<file path="src/rtl/keypad_pkg.sv">
// Shared types and helpers for the 4x4 keypad scanner: FSM states, idle column
// pattern, single-low column decoder and the key codes used by the game logic.
package keypad_pkg;

  typedef enum logic [1:0] {
    SCAN       = 2'd0,
    DEBOUNCE_P = 2'd1,
    PRESSED    = 2'd2,
    DEBOUNCE_R = 2'd3
  } kp_state_e;

  localparam logic [3:0] COL_IDLE = 4'hf;

  localparam logic [3:0] KEY_UP    = 4'h1;
  localparam logic [3:0] KEY_LEFT  = 4'h4;
  localparam logic [3:0] KEY_RIGHT = 4'h6;
  localparam logic [3:0] KEY_DOWN  = 4'h9;

  typedef struct packed {
    logic       valid;
    logic [1:0] idx;
  } col_hit_t;

  // Exactly one low column is a key; idle or several lows (ghosting) is "no key".
  function automatic col_hit_t onehot_low_to_idx(input logic [3:0] col_bits);
    col_hit_t hit;
    hit = '0;
    case (col_bits)
      4'b1110: begin hit.valid = 1'b1; hit.idx = 2'd0; end
      4'b1101: begin hit.valid = 1'b1; hit.idx = 2'd1; end
      4'b1011: begin hit.valid = 1'b1; hit.idx = 2'd2; end
      4'b0111: begin hit.valid = 1'b1; hit.idx = 2'd3; end
      default: hit = '0;
    endcase
    return hit;
  endfunction

endpackage

</file>
<file path="src/rtl/keypad_slot_timer.sv">
// Row slot timer: counts SCAN_DIV cycles per row, strobes the settle/sample point
// (which is also the slot wrap) and rotates row_idx unless frozen.
module keypad_slot_timer #(
  parameter int SCAN_DIV = 1024
) (
  input  logic       CLK,
  input  logic       RST,
  input  logic       freeze,
  output logic       sample_stb,
  output logic [1:0] row_idx
);

  localparam int CNT_W = (SCAN_DIV > 2) ? $clog2(SCAN_DIV) : 1;
  localparam logic [CNT_W-1:0] CNT_LAST = CNT_W'(SCAN_DIV - 1);

  logic [CNT_W-1:0] slot_cnt_reg;
  logic [1:0]       row_idx_reg;

  assign sample_stb = (slot_cnt_reg == CNT_LAST);
  assign row_idx    = row_idx_reg;

  always_ff @(posedge CLK) begin
    if (RST) begin
      slot_cnt_reg <= '0;
      row_idx_reg  <= 2'd0;
    end else begin
      slot_cnt_reg <= sample_stb ? '0 : slot_cnt_reg + CNT_W'(1);
      if (sample_stb && !freeze) begin
        row_idx_reg <= row_idx_reg + 2'd1;
      end
    end
  end

endmodule

</file>
<file path="src/rtl/keypad_matrix_scanner.sv">
// 4x4 keypad scanner: strobes rows low, debounces the column reading and emits
// {row,col} key codes. Optional auto-repeat in PRESSED under `KEYPAD_REPEAT_EN.
module keypad_matrix_scanner
  import keypad_pkg::*;
#(
  parameter int SCAN_DIV     = 1024,
  parameter int DEBOUNCE_CNT = 4,
  parameter int REPEAT_SLOTS = 256
) (
  input  logic       CLK,
  input  logic       RST,
  input  logic [3:0] col,
  output logic [3:0] row,
  output logic [3:0] key_code,
  output logic       key_valid,
  output logic       key_held
);

  localparam int DC_W = (DEBOUNCE_CNT > 1) ? $clog2(DEBOUNCE_CNT + 1) : 1;
  localparam logic [DC_W-1:0] DC_LAST = DC_W'(DEBOUNCE_CNT);
  localparam bit SINGLE_SAMPLE = (DEBOUNCE_CNT == 1);

  logic [3:0]      col_meta_reg, col_sync_reg;
  logic [3:0]      row_reg, row_next;
  kp_state_e       state_reg, state_next;
  logic [DC_W-1:0] dcnt_reg, dcnt_next, dcnt_inc;
  logic [1:0]      cap_row_reg, cap_row_next;
  logic [1:0]      cap_col_reg, cap_col_next;
  logic [3:0]      key_code_reg, key_code_next;
  logic            key_valid_reg, key_valid_next;
  logic            key_held_reg, key_held_next;
  logic            accept, rel_done, repeat_pulse;
  logic            sample_stb, freeze;
  logic [1:0]      row_idx;
  col_hit_t        samp;

  assign samp   = onehot_low_to_idx(col_sync_reg);
  assign freeze = (state_next != SCAN);

  keypad_slot_timer #(
    .SCAN_DIV (SCAN_DIV)
  ) u_slot_timer (
    .CLK        (CLK),
    .RST        (RST),
    .freeze     (freeze),
    .sample_stb (sample_stb),
    .row_idx    (row_idx)
  );

  genvar gi;
  generate
    for (gi = 0; gi < 4; gi++) begin : g_row
      assign row_next[gi] = (row_idx != 2'(gi));
    end
  endgenerate

  always_ff @(posedge CLK) begin
    if (RST) begin
      col_meta_reg  <= COL_IDLE;
      col_sync_reg  <= COL_IDLE;
      row_reg       <= 4'hf;
      state_reg     <= SCAN;
      dcnt_reg      <= '0;
      cap_row_reg   <= 2'd0;
      cap_col_reg   <= 2'd0;
      key_code_reg  <= 4'h0;
      key_valid_reg <= 1'b0;
      key_held_reg  <= 1'b0;
    end else begin
      col_meta_reg  <= col;
      col_sync_reg  <= col_meta_reg;
      row_reg       <= row_next;
      state_reg     <= state_next;
      dcnt_reg      <= dcnt_next;
      cap_row_reg   <= cap_row_next;
      cap_col_reg   <= cap_col_next;
      key_code_reg  <= key_code_next;
      key_valid_reg <= key_valid_next;
      key_held_reg  <= key_held_next;
    end
  end

  // Decisions are taken only at the settle point; the row is frozen to the captured one
  // whenever the next state is not SCAN, so only column equality needs checking.
  always_comb begin
    state_next   = state_reg;
    dcnt_next    = dcnt_reg;
    cap_row_next = cap_row_reg;
    cap_col_next = cap_col_reg;
    accept       = 1'b0;
    rel_done     = 1'b0;
    dcnt_inc     = dcnt_reg + DC_W'(1);
    if (sample_stb) begin
      unique case (state_reg)
        SCAN: begin
          if (samp.valid) begin
            cap_row_next = row_idx;
            cap_col_next = samp.idx;
            if (SINGLE_SAMPLE) begin
              state_next = PRESSED;
              dcnt_next  = '0;
              accept     = 1'b1;
            end else begin
              state_next = DEBOUNCE_P;
              dcnt_next  = DC_W'(1);
            end
          end
        end
        DEBOUNCE_P: begin
          if (samp.valid && samp.idx == cap_col_reg) begin
            dcnt_next = dcnt_inc;
            if (dcnt_inc == DC_LAST) begin
              state_next = PRESSED;
              dcnt_next  = '0;
              accept     = 1'b1;
            end
          end else begin
            state_next = SCAN;
            dcnt_next  = '0;
          end
        end
        PRESSED: begin
          if (!samp.valid) begin
            if (SINGLE_SAMPLE) begin
              state_next = SCAN;
              dcnt_next  = '0;
              rel_done   = 1'b1;
            end else begin
              state_next = DEBOUNCE_R;
              dcnt_next  = DC_W'(1);
            end
          end
        end
        DEBOUNCE_R: begin
          if (!samp.valid) begin
            dcnt_next = dcnt_inc;
            if (dcnt_inc == DC_LAST) begin
              state_next = SCAN;
              dcnt_next  = '0;
              rel_done   = 1'b1;
            end
          end else if (samp.idx == cap_col_reg) begin
            state_next = PRESSED;
            dcnt_next  = '0;
          end
        end
        default: begin
          state_next = SCAN;
          dcnt_next  = '0;
        end
      endcase
    end
  end

  always_comb begin
    key_valid_next = accept | repeat_pulse;
    key_code_next  = accept ? {cap_row_next, cap_col_next} : key_code_reg;
    key_held_next  = key_held_reg;
    if (accept) begin
      key_held_next = 1'b1;
    end else if (rel_done) begin
      key_held_next = 1'b0;
    end
  end

`ifdef KEYPAD_REPEAT_EN
  localparam int RP_W = $clog2(REPEAT_SLOTS + 1);
  localparam logic [RP_W-1:0] RP_LAST = RP_W'(REPEAT_SLOTS - 1);

  logic [RP_W-1:0] rep_cnt_reg, rep_cnt_next;

  // Counts slots spent holding in PRESSED; DEBOUNCE_R leaves it untouched.
  always_comb begin
    rep_cnt_next = rep_cnt_reg;
    repeat_pulse = 1'b0;
    if (accept) begin
      rep_cnt_next = '0;
    end else if (sample_stb && state_reg == PRESSED && state_next == PRESSED) begin
      if (rep_cnt_reg == RP_LAST) begin
        rep_cnt_next = '0;
        repeat_pulse = 1'b1;
      end else begin
        rep_cnt_next = rep_cnt_reg + RP_W'(1);
      end
    end
  end

  always_ff @(posedge CLK) begin
    if (RST) begin
      rep_cnt_reg <= '0;
    end else begin
      rep_cnt_reg <= rep_cnt_next;
    end
  end
`else
  logic repeat_param_unused;
  assign repeat_param_unused = ^REPEAT_SLOTS;
  assign repeat_pulse        = 1'b0;
`endif

  assign row       = row_reg;
  assign key_code  = key_code_reg;
  assign key_valid = key_valid_reg;
  assign key_held  = key_held_reg;

endmodule

</file>
<file path="config.mk">
export PLATFORM = sky130hd
export DESIGN_NAME = keypad_matrix_scanner
export DESIGN_NICKNAME = d
export VERILOG_FILES = /design/src/rtl/keypad_pkg.sv /design/src/rtl/keypad_slot_timer.sv /design/src/rtl/keypad_matrix_scanner.sv
export SDC_FILE = /design/constraint.sdc
export NUM_CORES = 1
export LEC_CHECK = 0
export ABC_AREA = 1
export CAP_MARGIN = 25
export CORE_MARGIN = 3
export CORE_UTILIZATION = 45
export CTS_BUF_LIST = sky130_fd_sc_hd__clkbuf_8
export CTS_CLUSTER_DIAMETER = 40
export DETAILED_ROUTE_END_ITERATION = 8
export PLACE_DENSITY = 0.68
export SETUP_SLACK_MARGIN = 0.2
export SLEW_MARGIN = 15
export SYNTH_ARGS = -nofsm -noshare
export SYNTH_HDL_FRONTEND = slang
export SYNTH_SLANG_ARGS = --single-unit
</file>
<file path="constraint.sdc">
create_clock -name CLK -period 2.4 [get_ports CLK]
set_input_delay 0.24 -clock CLK [delete_from_list [all_inputs] [get_ports CLK]]
set_output_delay 0.24 -clock CLK [all_outputs]
set_load 0.1 [all_outputs]
</file>
# --- Yosys cells after proc, flatten, opt, wreduce, memory -nomap -nowiden ---
# Cells that the tools add are included.
totals:
  regBits: 39
  input_bits: 6
  out_inout_bits: 10
op_classes:
  add_sub_neg: 3
  n_eq_ne: 16
  n_mux: 32
  n_reduce_logical: 9
ops:
  columns: ["op", "n"]
  rows:
  - ["$mux 2", 14]
  - ["$pmux 3 s4", 2]
  - ["$mux 3", 6]
  - ["$eq 4x4->1 const B", 3]
  - ["$add 10x1->10 const B", 1]
  - ["$eq 10x10->1 const B", 1]
  - ["$mux 1", 9]
  - ["$ne 2x2->1 const B", 4]
  - ["$pmux 2 s4", 1]
  - ["$reduce_bool 2->1", 3]
  - ["$eq 2x2->1 const B", 2]
  - ["$eq 4x3->1 const B", 1]
  - ["$reduce_and 4->1", 1]
  - ["$add 3x1->3 const B", 1]
  - ["$eq 3x3->1 const B", 1]
  - ["$ne 3x3->1 const B", 1]
  - ["$add 2x1->2 const B", 1]
  - ["$eq 2x1->1 const B", 1]
  - ["$eq 2x2->1", 1]
  - ["$logic_and 1x1->1", 2]
  - ["$logic_not 2->1", 1]
  - ["$ne 2x1->1 const B", 1]
  - ["$reduce_or 2->1", 1]
  - ["$logic_not 1->1", 1]

# --- Longest topological paths before layout ---
# Gate-level depths: netlist (run 1).
logic_depth:
  ltp_word: 10
  mapped_depth: 14
  ltp_nobuf: 14

# --- Modules after synthesis ---
# From an unflattened synthesis (run 1), not the netlist that was laid out.
hier_totals:
  hier_cells: 241
  hier_area_um2: 1791.7
modules_own_cells:
  columns: ["mod", "instances", "cells_each", "area_per_inst_um2", "seq_area_each_um2"]
  rows:
  - ["keypad_matrix_scanner", 1, 172, 1237.4, 540.5]
  - ["keypad_slot_timer", 1, 69, 554.3, 240.2]

# --- Worst setup path after synthesis (run 1) ---
# Ideal clock, no wire load.
synth_timing:
  path_type: "flip-flop to flip-flop"
  start: "register u_slot_timer.slot_cnt_reg[0]"
  end: "register u_slot_timer.row_idx_reg[0], in the netlist u_slot_timer.row_idx[0]"
  arrival_ns: 1.460
  required_ns: 2.285
  slack_ns: 0.825
  path_stages_with_launch: 11
  cell_sequence: "dfxtp_1 > ha_1 > nand3_2 > nor2_4 > nand3_4 > nor2_2 > nand4_4 > nand2_2 > nor2_2 > a21oi_1 > nor2_1"
synth_between:
  elab_chain_len: 5
synth_lines:
  columns: ["element", "line", "source"]
  rows:
  - ["start, declared", "keypad_slot_timer.sv:16", "logic [CNT_W-1:0] slot_cnt_reg;"]
  - ["start signal, assigned", "keypad_slot_timer.sv:27", "slot_cnt_reg <= sample_stb ? '0 : slot_cnt_reg + CNT_W'(1);"]
  - ["$eq 10x10->1 (*)", "keypad_slot_timer.sv:19", "assign sample_stb = (slot_cnt_reg == CNT_LAST);"]
  - ["$mux 2", "keypad_matrix_scanner.sv:93", "if (sample_stb) begin"]
  - ["$reduce_bool 2->1", "keypad_matrix_scanner.sv:38", "assign freeze = (state_next != SCAN);"]
  - ["$logic_not 1->1", "keypad_slot_timer.sv:28", "if (sample_stb && !freeze) begin"]
  - ["$logic_and 1x1->1 (*)", "keypad_slot_timer.sv:28", null]
  - ["end signal, assigned", "keypad_slot_timer.sv:29", "row_idx_reg <= row_idx_reg + 2'd1;"]
  - ["end, declared", "keypad_slot_timer.sv:17", "logic [1:0] row_idx_reg;"]
# Mark *: on every way between the ends. The rest lies on a longest branch, timed or not.
# A chain may end at the register's enable or synchronous reset.

# --- Worst setup path after layout (run 1) ---
# Ends and elaborated chain as after synthesis.

==> results of run 1 <==
-- path summary, 6_finish.rpt --
path | from | end | slack, ns | cells past startpoint
max | u_slot_timer.slot_cnt_reg[0] | u_slot_timer.row_idx[0] | 0.67 | 10
min | col_meta_reg[1] | col_sync_reg[1] | 0.41 | 1
max reg2reg | u_slot_timer.slot_cnt_reg[0] | u_slot_timer.row_idx[0] | 0.67 | 10
min reg2reg | col_meta_reg[1] | col_sync_reg[1] | 0.41 | 1
-- stage by stage --
stage	cell area (sq um)	hold WS, ns
after floorplan	1810	0.344
after detailed placement	2000	0.394
final	2130	0.410
after CTS	2130	0.412
after global placement	2000	0.392
after global routing	2130	0.425
-- Yosys cell counts (2+ instances only) --
master / number / area [sq um]
nand3_2: 2 / 20.0
nand2_2: 6 / 37.5
o21ai_1: 8 / 40.0
inv_2: 2 / 7.51
a32oi_1: 2 / 17.5
nor2_1: 19 / 71.3
nand3_4: 2 / 35.0
dfxtp_1: 39 / 781
clkinv_1: 2 / 7.51
inv_1: 25 / 93.8
xor2_1: 2 / 17.5
nor2_2: 5 / 31.3
a21oi_1: 17 / 85.1
nand3_1: 13 / 65.1
o21ai_0: 3 / 15.0
or2_2: 11 / 68.8
ha_1: 7 / 87.6
nor3b_1: 2 / 15.0
nand2_1: 46 / 173
-- final cells by class --
cell class / count / share of cell area [%]
clock buffer: 5 / 3.23
clock inverter: 3 / 2.99
inverter: 31 / 5.63
multi-input combinational: 155 / 42.1
sequential: 39 / 36.6
tap: 48 / 2.82
timing repair buffer: 17 / 6.57
-- layer usage --
metal | global-route usage [%] | part of all wire, % | wire [microns] | up-vias
li1 | - | - | - | 764
met1 | 17.5 | 49 | 1490 | 615
met2 | 22.9 | 46 | 1380 | 16
met3 | 3.48 | 2.8 | 84 | 6
met4 | 5.21 | 1.8 | 55 | 0
met5 | 0 | 0 | 0 | -
-- logic make-up (layout without fill, tap and decap cells) --
group           count (synthesis)  in the layout  share of synthesized area (%)
fa+ha+maj                       7              7                           4.84
xor+xnor                        3              3                           1.45
buf+inv                        33             56                           7.13
flops                          39             39                           43.2
simple gates                  111            111                           32.5
compound gates                 34             34                           10.9
-- power groups by stage --
stage / Combinational, mW / Sequential, mW / Clock [mW]
2_1_floorplan: 0.0573 / 0.685 / 0
3_3_place_gp: 0.0860 / 0.679 / 0
3_5_place_dp: 0.0865 / 0.680 / 0
4_1_cts: 0.0865 / 0.664 / 0.645
5_1_grt: 0.0971 / 0.666 / 0.675
6_report: 0.0852 / 0.664 / 0.631
==> impl_summary.txt, run 1 <==
----------------------------------------------------
[Worst setup path]
  Cell Chain, Critical Path ... ha_1 -> nand3_2 -> nor2_4 -> nand3_4 -> nor2_2 -> nand4_4 -> nand2_2 -> nor2_2 -> a21oi_1 -> nor2_1
  Worst Setup Path Type ... flip-flop to flip-flop
  Type of origin of the critical path ... flip-flop
  Element type at the critical path end ... flip-flop
  CP delay by family, top ... simple AND/OR/NAND/NOR gates
  Top fanout value on the critical path ... 7
  Required time of the critical path ... 2.58 ns
  Slowest-stage cell, CP ... dfxtp_1
  Worst Path Arrival ... 1.91 ns
  Most common cell on crit path ... nor2_2
  Slowest cell delay on critical path ... 0.36 ns
  Buffers plus inverters on the worst setup path ... 0

[Final layout]
  Number of nets in the final layout ... 262
  Total area of multi-input combinational cells ... 898 sq um
  Storage element area ... 781 sq um
  Fraction of layout cells with a size suffix above 1 ... 22.0%
  Filler Cell Count ... 334
  Number of flip-flops under the largest register name ... 10
  Most common cell after layout, fill and taps aside ... nand2_1
  End-of-flow core utilization ... 56.5%
  Final antenna diode count ... 0
  Layout Area Growth over Synthesis ... 17.9%
  Most frequent cells in the layout ... nand2_1 (46), dfxtp_1 (39), inv_1 (26)
  Non-filler instance count after layout ... 298

[Clocking]
  Number of gates resized after CTS ... 0
  Clk sink count ... 39
  Clock-pin slew on the worst setup and hold paths ... 0.07 ns
  Number of clock buffers inserted by TritonCTS ... 5
  Cell at the root of the clock tree ... clkbuf_8
  Clock Latency Late Sink ... 0.28 ns
  H-Tree Level Count ... 2
  Cts hold-fix bufs ... 0
  Setup Buffers After CTS ... 0
  TritonCTS clock tree ... done
  Clock Path Buffers ... 2

[Die]
  Height of the chip ... 69.4 microns
  Placeable core area ... 3770 sq um
  Number of top-level pins ... 16
  Total die area ... 4810 sq um
  Die width ... 69.4 microns
  Starting Density ... 47.9%
  Core Rows ... 22

[Drt]
  Pre-Repair DR Iteration Count ... 4
  Antenna-violating nets left ... 0
  Overall via count from detail_route ... 1401
  Final Routed Wirelength ... 3.01 mm
  1st-iter DRT viols ... 66
  Detail-routed via count per cell ... 4.70
  Average detailed-routed wire length per instance ... 10.1 microns
  Number of design rule violations left after detail routing ... 0

[Place]
  Post-placement cell count ... 290
  Estimated wirelength of the detail-placed design ... 2.29 mm
  IO Port Bufs ... 15
  Placement-stage worst setup slack ... 0.670 ns
  GP Congestion ... 0.831

[Pwr]
  Share of power burned in combinational logic ... 6.2%
  Power per unit of standard cell area ... 648 nW/um^2
  Portion of total power attributed to sequential cells ... 48.1%
  Internal Pwr Total ... 1.10 mW
  Standby leakage power ... 0.967 nW
  Switching power summed over all nets ... 0.280 mW
  Switching Fraction ... 20.3%
  PnR Total Power ... 1.38 mW
  Clock Power Share ... 45.7%
  Worst voltage drop across the vdd grid ... 0.000435 V

[STA]
  Setup-failing EPs final ... 0
  Setup clock skew after layout ... 0.00371 ns
  Worst Max-Slew Pin Slew ... 0.334 ns
  Max-slew violations ... 0
  Highest attainable clock frequency ... 578 MHz
  Post-route fraction of the period consumed by the critical path ... 72.1%
  Setup repair after global routing missed its margin ... false
  Final critical delay including setup and external delays ... 1.73 ns
  Total Neg Setup Slack ... 0 ns
  Hold violation total from the final report ... 0
  Worst path setup slack after routing ... 0.670 ns
  Relative slew slack ... 77.6%

[Synthesis]
  Cell count after synthesis ... 227
  Commonest register cell after synthesis ... dfxtp_1
  Post-Syn Area per Cell ... 7.96 sq um
  Total of warnings raised by yosys ... 0
  Flip-flop and latch count after synthesis ... 39
  Cell area after technology mapping ... 1810 sq um
  Number of nets produced by synthesis ... 240
  Number of enable flip-flop cells after synthesis ... 0
  Share of synthesized flip-flops with an asynchronous set or reset ... 0%
  Sequential area share after synthesis ... 43.2%
  Synth unique cells ... 33

[Hold path]
  Class of the most critical hold timing path ... flip-flop to flip-flop

[Run]
  Number of max-cap violations ... 0

[Global route]
  Largest net degree at the start of global routing ... 18
  Overall Global Routing Usage ... 13.9%
  Global-route wire length before repair ... 5.51 mm
  Global-route congestion overflow total ... 0
  Number of global-route vias before repair ... 1294
  Number of antenna violations at the first check in global routing ... 0

[Run status]
  Outcome ... finished clean

----------------------------------------------------
(Power assumes the default switching activity.)
==> inputs of run 2 (changes only) <==
clock period = 1.6 ns   (was 2.4 ns; I/O delays follow)
==> impl_summary.txt, run 2 (synthesized netlist as in run 1, its figures left out) <==
----------------------------------------------------
[Run status]
  Outcome ... finished with violations
  Violations in the final reports ... setup timing

[Pwr]
  Power per unit of standard cell area ... 744 nW/um^2 (+15%)
  Clock Power Share ... 42.1% (-3.6 points)
  Worst voltage drop across the vdd grid ... 0.000748 V (+72%)
  Switching Fraction ... 23.7% (+3.4 points)
  Standby leakage power ... 1.18 nW (+22%)
  Share of power burned in combinational logic ... 9.8% (+3.6 points)
  Switching power summed over all nets ... 0.493 mW (+76%)
  Portion of total power attributed to sequential cells ... 48.1% (about the same)
  PnR Total Power ... 2.08 mW (+50%)
  Internal Pwr Total ... 1.59 mW (+44%)

[Clocking]
  H-Tree Level Count ... 2 (unchanged)
  Cell at the root of the clock tree ... clkbuf_8
  Clock-pin slew on the worst setup and hold paths ... 0.08 ns (about the same)
  Number of clock buffers inserted by TritonCTS ... 5 (unchanged)
  Cts hold-fix bufs ... 0 (unchanged)
  Clock Latency Late Sink ... 0.29 ns (about the same)
  Clock Path Buffers ... 2 (unchanged)
  TritonCTS clock tree ... done
  Clk sink count ... 39 (unchanged)

[Place]
  Post-detailed-placement cell area ... 2240 sq um (+12%)
  GP Congestion ... 0.836 (+0.67%)
  Placement-stage worst setup slack ... 0.00355 ns (-0.667 ns)
  IO Port Bufs ... 15 (unchanged)
  Estimated wirelength of the detail-placed design ... 2.55 mm (+11%)
  Post-placement cell count ... 299 (+3.1%)

[Hold path]
  Destination of the worst hold path ... col_sync_reg[3]
  HP Start ... col_meta_reg[3]
  Number of stages on the worst hold path ... 1 (unchanged)
  Class of the most critical hold timing path ... flip-flop to flip-flop

[Worst setup path]
  Slowest cell delay on critical path ... 0.36 ns (about the same)
  Reg-to-reg critical path startpoint ... u_slot_timer.slot_cnt_reg[0]
  Slowest-stage cell, CP ... dfxtp_2
  Cell Chain, Critical Path ... ha_4 -> nand3_4 -> nor2_4 -> nand3_4 -> nor2_4 -> nand4_4 -> nand2_2 -> nor2_4 -> a21oi_2 -> nor2_1
  Worst Path Arrival ... 1.80 ns (-0.11 ns)
  Most common cell on crit path ... nor2_4
  Endpoint of the worst-slack reg-to-reg timing path ... u_slot_timer.row_idx[0]
  Buffers plus inverters on the worst setup path ... 0 (unchanged)
  Worst-case register-to-register setup slack ... -0.01 ns (-0.68 ns)
  Cell count of the worst reg-to-reg path ... 10 (unchanged)
  Required time of the critical path ... 1.79 ns (-0.79 ns)
  CP delay by family, top ... simple AND/OR/NAND/NOR gates
  Type of origin of the critical path ... flip-flop
  Stages on the worst setup path ... 10 (unchanged)
  Worst Setup Path Type ... flip-flop to flip-flop
  Element type at the critical path end ... flip-flop
  Top fanout value on the critical path ... 5 (-2)

[Drt]
  Pre-Repair DR Iteration Count ... 4 (unchanged)
  Average detailed-routed wire length per instance ... 13.2 microns (+30%)
  Number of design rule violations left after detail routing ... 0 (unchanged)
  1st-iter DRT viols ... 106 (+61%)
  Antenna-violating nets left ... 0 (unchanged)
  Overall via count from detail_route ... 1610 (+15%)
  Detail-routed via count per cell ... 4.95 (+5.4%)
  Final Routed Wirelength ... 4.29 mm (+42%)

[Die]
  Total die area ... 4810 sq um (unchanged)
  Starting Density ... 47.9% (unchanged)
  Core Rows ... 22 (unchanged)
  Placeable core area ... 3770 sq um (unchanged)
  Die width ... 69.4 microns (unchanged)
  Number of top-level pins ... 16 (unchanged)
  Height of the chip ... 69.4 microns (unchanged)

[Final layout]
  Total area of multi-input combinational cells ... 1200 sq um (+33%)
  Fraction of layout cells with a size suffix above 1 ... 53.8% (+32 points)
  Filler Cell Count ... 243 (-27%)
  Number of flip-flops under the largest register name ... 10 (unchanged)
  Non-filler instance count after layout ... 325 (+9.1%)
  Storage element area ... 805 sq um (+3.0%)
  Layout Area Growth over Synthesis ... 54.6%
  Number of nets in the final layout ... 289 (+10%)
  End-of-flow core utilization ... 74.1% (+18 points)
  Final Cell Area ... 2800 sq um (+31%)
  Most common cell after layout, fill and taps aside ... dfxtp_1
  Final antenna diode count ... 0 (unchanged)
  Most frequent cells in the layout ... dfxtp_1 (30), nand2_1 (26), buf_4 (26)

[STA]
  Setup repair after global routing missed its margin ... true
  Setup clock skew after layout ... 0.00795 ns (+0.00424 ns)
  Setup-failing EPs final ... 1 (+1)
  Worst path setup slack after routing ... -0.0129 ns (-0.683 ns)
  Hold violation total from the final report ... 0 (unchanged)
  Relative slew slack ... 72.8% (-4.8 points)
  Post-route fraction of the period consumed by the critical path ... 101% (+29 points)
  Worst Max-Slew Pin Slew ... 0.407 ns (+0.0724 ns)
  Worst hold slack across all endpoints ... 0.412 ns (+0.00204 ns)
  Highest attainable clock frequency ... 620 MHz (+7.3%)
  Max-slew violations ... 0 (unchanged)
  Final critical delay including setup and external delays ... 1.61 ns (-0.117 ns)
  Total Neg Setup Slack ... -0.0129 ns (-0.0129 ns)

[Global route]
  Largest net degree at the start of global routing ... 17 (-1)
  Overall Global Routing Usage ... 16.9% (+3.0 points)
  Global-route congestion overflow total ... 0 (unchanged)
  Number of global-route vias before repair ... 1547 (+20%)
  Global-route wire length before repair ... 6.71 mm (+22%)
  Number of antenna violations at the first check in global routing ... 0 (unchanged)

[Run]
  Number of max-cap violations ... 0 (unchanged)

----------------------------------------------------
run 2: changes by cell type in the layout (fill, tap and decap cells not counted), sizes merged:
cell	previous run	this run
buf	12	39
bufinv	2	1
clkbuf	5	6
run 2: layout make-up:
| class | count | area share (%) |
|---|---|---|
| flip-flops and latches | 39 | 28.8 |
| well taps | 48 | 2.15 |
| repair buffers | 44 | 17.1 |
| inverters | 31 | 4.74 |
| clock inverters | 2 | 1.39 |
| multi-input cells | 155 | 42.8 |
| clock buffers | 6 | 2.95 |
run 2: how the worst max path moves through the flow:
stage / from / endpoint / slack, ns
floorplan: u_slot_timer.slot_cnt_reg[1] / u_slot_timer.row_idx[0] / 0.09
finish: u_slot_timer.slot_cnt_reg[0] / u_slot_timer.row_idx[0] / -0.01
global route: u_slot_timer.slot_cnt_reg[0] / u_slot_timer.row_idx[1] / -0.11
detailed placement: col_sync_reg[1] / u_slot_timer.row_idx[0] / 0.004
global placement: dcnt_reg[1] / u_slot_timer.row_idx[1] / 0.03
CTS: dcnt_reg[1] / u_slot_timer.row_idx[1] / 0.04
run 2: per-layer routing:
layer | vias to the layer above | share of wire, % | GRT usage [%]
li1 | 821 | - | -
met1 | 760 | 41 | 21.5
met2 | 20 | 55 | 29.0
met3 | 9 | 2.4 | 3.91
met4 | 0 | 1.9 | 3.90
met5 | - | 0 | 0
run 2: power groups by stage:
| stage | Clock [mW] | Sequential, mW | Combinational, mW |
|---|---|---|---|
| finish | 0.875 | 0.999 | 0.204 |
| global route | 0.922 | 1.00 | 0.221 |
| CTS | 0.889 | 1.00 | 0.172 |
| detailed placement | 0 | 1.02 | 0.142 |
| global placement | 0 | 1.02 | 0.140 |
| floorplan | 0 | 1.03 | 0.0893 |
run 2: what timing repair did:
item,in CTS,in global routing
gates resized for setup,40,45
setup buffers,9,9
pin swaps,19,26
setup endpoints to repair,24,25
run 2: worst register-to-register path: stages (launching register included):
cell and delay [ns]:
dfxtp_2 0.36, ha_4 0.15, nand3_4 0.07, nor2_4 0.12, nand3_4 0.15, nor2_4 0.15
nand4_4 0.15, nand2_2 0.13, nor2_4 0.06, a21oi_2 0.14, nor2_1 0.05
